File: config.mk
export PLATFORM = sky130hd
export DESIGN_NAME = raw_data_out_arb
export DESIGN_NICKNAME = d
export VERILOG_FILES = /design/src/rtl/raw_data_out_arb.sv
export SDC_FILE = /design/constraint.sdc
export NUM_CORES = 1
export LEC_CHECK = 0
export CAP_MARGIN = 20
export CELL_PAD_IN_SITES_DETAIL_PLACEMENT = 1
export CELL_PAD_IN_SITES_GLOBAL_PLACEMENT = 1
export CORE_MARGIN = 1
export CORE_UTILIZATION = 17
export CTS_CLUSTER_SIZE = 28
export DETAILED_ROUTE_END_ITERATION = 10
export GPL_TIMING_DRIVEN = 0
export HOLD_SLACK_MARGIN = 0.12
export PLACE_DENSITY = 0.93
export REMOVE_ABC_BUFFERS = 1
export SLEW_MARGIN = 20
export SYNTH_ARGS = -nofsm -noshare
export SYNTH_HDL_FRONTEND = slang
export SYNTH_SLANG_ARGS = --single-unit
File: constraint.sdc
create_clock -name clk -period 3.84 [get_ports clk]
set_input_delay 0.576 -clock clk [delete_from_list [all_inputs] [get_ports clk]]
set_output_delay 0.576 -clock clk [all_outputs]
set_load 0.01 [all_outputs]
File: src/rtl/raw_data_out_arb.sv
// raw_data_out_arb: round-robin arbiter that lets four requesters stream
// packets into one shared output FIFO. A grant is held for a whole packet
// (through FIFO-full stalls and valid gaps) and released on the last word.
// Optional watchdog: define RAW_DATA_OUT_ARB_WDOG_EN to revoke a grant whose
// owner stops presenting data for WDOG_CYCLES cycles.
module raw_data_out_arb #(
  parameter int DATA_W      = 32,
  parameter int WDOG_CYCLES = 16
) (
  input  logic                  clk,
  input  logic                  reset,
  input  logic                  arb_clr,
  input  logic [3:0]            req_valid,
  input  logic [3:0]            req_last,
  input  logic [4*DATA_W-1:0]   req_data,
  output logic [3:0]            req_ready,
  input  logic                  raw_data_out_fifo_full,
  output logic                  raw_data_out_fifo_push,
  output logic [DATA_W-1:0]     raw_data_out_fifo_data,
  output logic [1:0]            grant_id,
  output logic                  grant_active,
  output logic                  wdog_abort
);

  typedef enum logic [1:0] {
    IDLE = 2'b01,
    XFER = 2'b10
  } state_t;

  if (WDOG_CYCLES < 2 || WDOG_CYCLES > 255) begin : g_bad_param
    $error("raw_data_out_arb: WDOG_CYCLES must be in 2..255");
  end

  state_t                   state, state_nxt;
  logic [1:0]               rr_ptr, rr_nxt, grant_nxt, pick;
  logic [3:0][DATA_W-1:0]   req_word;
  logic                     in_xfer, xfer, stall, abort;

  for (genvar n = 0; n < 4; n++) begin : g_slice
    assign req_word[n] = req_data[n*DATA_W +: DATA_W];
  end

  // Data path is a plain mux on the current grant; only meaningful with push.
  assign raw_data_out_fifo_data = req_word[grant_id];

  assign in_xfer      = (state == XFER);
  assign grant_active = in_xfer;
  // A word moves only when the owner has data and the FIFO has room; a
  // clear in the same cycle suppresses it so no word is half-accepted.
  assign xfer  = in_xfer & req_valid[grant_id] & ~raw_data_out_fifo_full & ~arb_clr;
  assign stall = in_xfer & ~req_valid[grant_id];

  assign raw_data_out_fifo_push = xfer;
  assign req_ready              = xfer ? (4'b0001 << grant_id) : 4'b0000;

  // Round-robin pick: first valid requester at or after rr_ptr, wrapping.
  always_comb begin
    pick = rr_ptr;
    for (int i = 3; i >= 0; i--) begin
      if (req_valid[rr_ptr + 2'(i)]) pick = rr_ptr + 2'(i);
    end
  end

`ifdef RAW_DATA_OUT_ARB_WDOG_EN
  localparam logic [7:0] WDOG_LAST = 8'(WDOG_CYCLES - 1);
  logic [7:0] wdog_cnt;

  // The abort fires on the stall cycle that would bring the count to the limit.
  assign abort = stall & ~arb_clr & (wdog_cnt == WDOG_LAST);

  // Count consecutive owner-idle cycles in XFER; any transfer or exit restarts it.
  always_ff @(posedge clk or posedge reset) begin
    if (reset) begin
      wdog_cnt   <= 8'd0;
      wdog_abort <= 1'b0;
    end else begin
      wdog_abort <= abort;
      if (!in_xfer || arb_clr || xfer || abort) wdog_cnt <= 8'd0;
      else if (stall)                            wdog_cnt <= wdog_cnt + 8'd1;
    end
  end
`else
  assign abort      = 1'b0;
  assign wdog_abort = 1'b0;
`endif

  // Next-state logic: clear wins, otherwise arbitrate in IDLE and release
  // the grant on the last word or a watchdog abort.
  always_comb begin
    state_nxt = state;
    grant_nxt = grant_id;
    rr_nxt    = rr_ptr;
    if (arb_clr) begin
      state_nxt = IDLE;
    end else begin
      case (state)
        IDLE: begin
          if (|req_valid) begin
            state_nxt = XFER;
            grant_nxt = pick;
          end
        end
        XFER: begin
          if ((xfer && req_last[grant_id]) || abort) begin
            state_nxt = IDLE;
            rr_nxt    = grant_id + 2'd1;
          end
        end
        default: state_nxt = IDLE;
      endcase
    end
  end

  // State, grant and pointer registers.
  always_ff @(posedge clk or posedge reset) begin
    if (reset) begin
      state    <= IDLE;
      grant_id <= 2'd0;
      rr_ptr   <= 2'd0;
    end else begin
      state    <= state_nxt;
      grant_id <= grant_nxt;
      rr_ptr   <= rr_nxt;
    end
  end

endmodule

==> results.yml <==
setup_path:
  crit_family: "flip-flops"
  cp.buffers_inverters: 1
  r2r_cells: 4
  cp-startpoint: "grant_id[0]"
  crit_slowest_cell: "dfrtp_4"
  cp.arrival_ns: 2.49
  timing.rr.end: "rr_ptr[1]"
  cp.required_ns: 3.26
  path_max_fanout: 39
  end_kind: "primary output"
  reg2reg_slack_ns: 1.86
  cpPeakStageDelay_ns: 0.88
  crit_chain: "mux4_2 > and3_1 > clkdlybuf4s50_1"
  critPathLaunchType: "register"
  crit_type: "reg -> out"
  r2r_start: "grant_id[0]"
die:
  core-area_sq_um: 7330
  start_util_pct: 17.7
  die_w_um: 89.4
  boundaryPins: 181
  fp-row-count: 31
  die_y_um: 89.4
  die_area_sq_um: 7990
final_layout:
  design_area_sq_um: 3220
  multi_input_area_sq_um: 1050
  regArea_sq_um: 156
  fin_cells: 372
  syn2layout_area_growth_pct: 148
  insertedDiodeCount: 0
  fin_nets: 418
  fill_cells: 788
  final_util_pct: 43.9
  drive_gt1_share_pct: 15.8
sta:
  setup_violations: 0
  worst_pin_slew_ns: 0.716
  hold_viol: 0
  slew_viol_final: 0
  timing.fmax_mhz: 326
  period_minus_slack_ns: 3.07
  layout_setup_ws_ns: 0.772
  whs_ns: 0.577
  fin_setup_tns_ns: 0
  rsz0062_at_grt: "no"
  clock_skew_ns: 0.00270
  period_share_pct: 79.9
  slew_headroom_pct: 52.3
synth:
  synthMuxAreaShare_pct: 60.4
  synthesis.area_sq_um: 1300
  synth_compound_area_share_pct: 8.57
  ys_ff_latch: 6
  synth-seq-area-share_pct: 11.7
  synth_edf_count: 0
  ys_types: 30
  synth.avg_cell_area_sq_um: 13.3
  yosys.area_share.simple_pct: 8.00
  yosys_most_used_dff: "dfrtp_1"
  yosys_warnings: 0
  synth_xor_area_share_pct: 0
  syn_inst: 98
  synth_fa_ha_area_share_pct: 3.85
  synth_top_family_by_area: "multiplexers"
  async_flop_share_pct: 100
hold_path:
  hold_class: "in -> async"
clock_network:
  cts_hold_buffers: 0
  post_cts_resized: 0
  cts.path.max_buffers: 2
  numCtsBuffers: 3
  clk_latency_ns: 0.22
  htreeDepth: 1
  cts_root_buf: "clkbuf_8"
  numClockSinks: 6
  postCtsSetupRepairBufs: 0
  cts.clk_slew.worst_paths_ns: 0.04
  cts_tree: "built"
global_routing:
  grt_start_max_net_pins: 40
  grt_pass1_vias: 1915
  grt_pass1_wl_um: 9870
  overflow: 0
  antenna_found_initial: 0
  grt_usage_pct: 16.5
place:
  hpwl_um: 5990
  gp_congestion: 0.797
  place_inst: 368
  dpl_cell_area_sq_um: 3170
  port_buffers: 179
  post-place-ws_ns: 0.870
detailed_routing:
  routed_via_density: 4.64
  wl_per_cell_um: 18.8
  ant_nets: 0
  route.vias.total: 1727
  drtIter0Drc: 45
  wirelength_um: 6990
  drc_errors: 0
  firstDrtPassIters: 4
power_and_ir_drop:
  irDropWorstVdd_mv: 0.244
  power_density_nw_per_um2: 457
  total_power_mw: 1.47
  p_leak_nw: 1.16
outcome:
  status: "complete, no violations"
run:
  maxCapViolations: 0
==> synthesized netlist by cell type, types with 2 or more instances <==
cell      number  share of area (%)
dfrtp_1        5                9.6
and3_1         4                1.9
nand3_1        2               0.77
buf_4          4                2.3
nand2b_1       2               0.96
a221oi_1       2                1.3
mux2i_1        3                2.3
nor3_1         2               0.77
o21ai_0        2               0.77
o22ai_1        2               0.96
a21oi_1        5                1.9
nand3b_1       2                1.2
buf_6          2                1.7
ha_1           4                3.9
mux4_2        33                 57
buf_2          3                1.2
inv_1          7                2.0
a21o_1         2                1.2
==> state kept, by name (all words and copies together) (netlist names) <==
name      cells
grant_id      2
rr_ptr        2
state         2
==> layout by cell type, fill, tap and decap left out, types with 2 or more instances in the layout <==
master           instances
clkdlybuf4s50_1        179
mux4_2                  33
inv_1                    7
a21oi_1                  5
and3_1                   4
ha_1                     4
mux2i_1                  3
clkbuf_8                 3
dfrtp_1                  3
nand2b_1                 2
nor3_1                   2
a221oi_1                 2
o21ai_0                  2
o22ai_1                  2
nand3_1                  2
nand3b_1                 2
a21o_1                   2
==> routing by layer <==
metal / GRT usage [%] / part of all wire (%) / vias up
met5: 0 / 0 / -
met4: 5.63 / 2.5 / 0
met3: 4.80 / 11 / 18
met2: 32.4 / 53 / 106
met1: 16.5 / 34 / 836
li1: - / - / 767
==> power by group <==
group | switching [mW] | internal [mW]
sequential | 0.138 | 0.0907
clock | 0.0280 | 0.0715
combinational | 0.368 | 0.774
total | 0.534 | 0.936
==> final cells by class <==
cell class / instances / area share, %
inverters: 7 / 0.817
repair buffers: 180 / 56.3
clock buffers: 4 / 1.40
multi-input cells: 76 / 32.7
flip-flops and latches: 6 / 4.86
well taps: 99 / 3.85
==> worst register-to-register path, stage by stage, from the launching register on <==
cell and delay [ns]:
dfrtp_4 0.88, inv_1 0.30, a21oi_1 0.26, o21ai_1 0.13
mux2_2 0.31
==> how the worst max path moves through the flow <==
| stage | to | slack, ns | cells after the start |
|---|---|---|---|
| finish | req_ready[0] | 0.77 | 3 |
| detailed placement | req_ready[1] | 0.87 | 4 |
| global placement | req_ready[0] | -0.16 | 4 |
| global route | req_ready[0] | 0.62 | 3 |
| floorplan | req_ready[0] | 0.78 | 2 |
| CTS | req_ready[1] | 0.73 | 3 |
==> logic make-up (layout without fill, tap and decap cells) <==
group | after synthesis | after routing
flops | 6 | 6
fa+ha+maj | 4 | 4
compound gates | 17 | 17
mux | 37 | 37
simple gates | 17 | 17
buf+inv | 16 | 191
other cells | 1 | 1
Power figures use the tool's default switching activity.
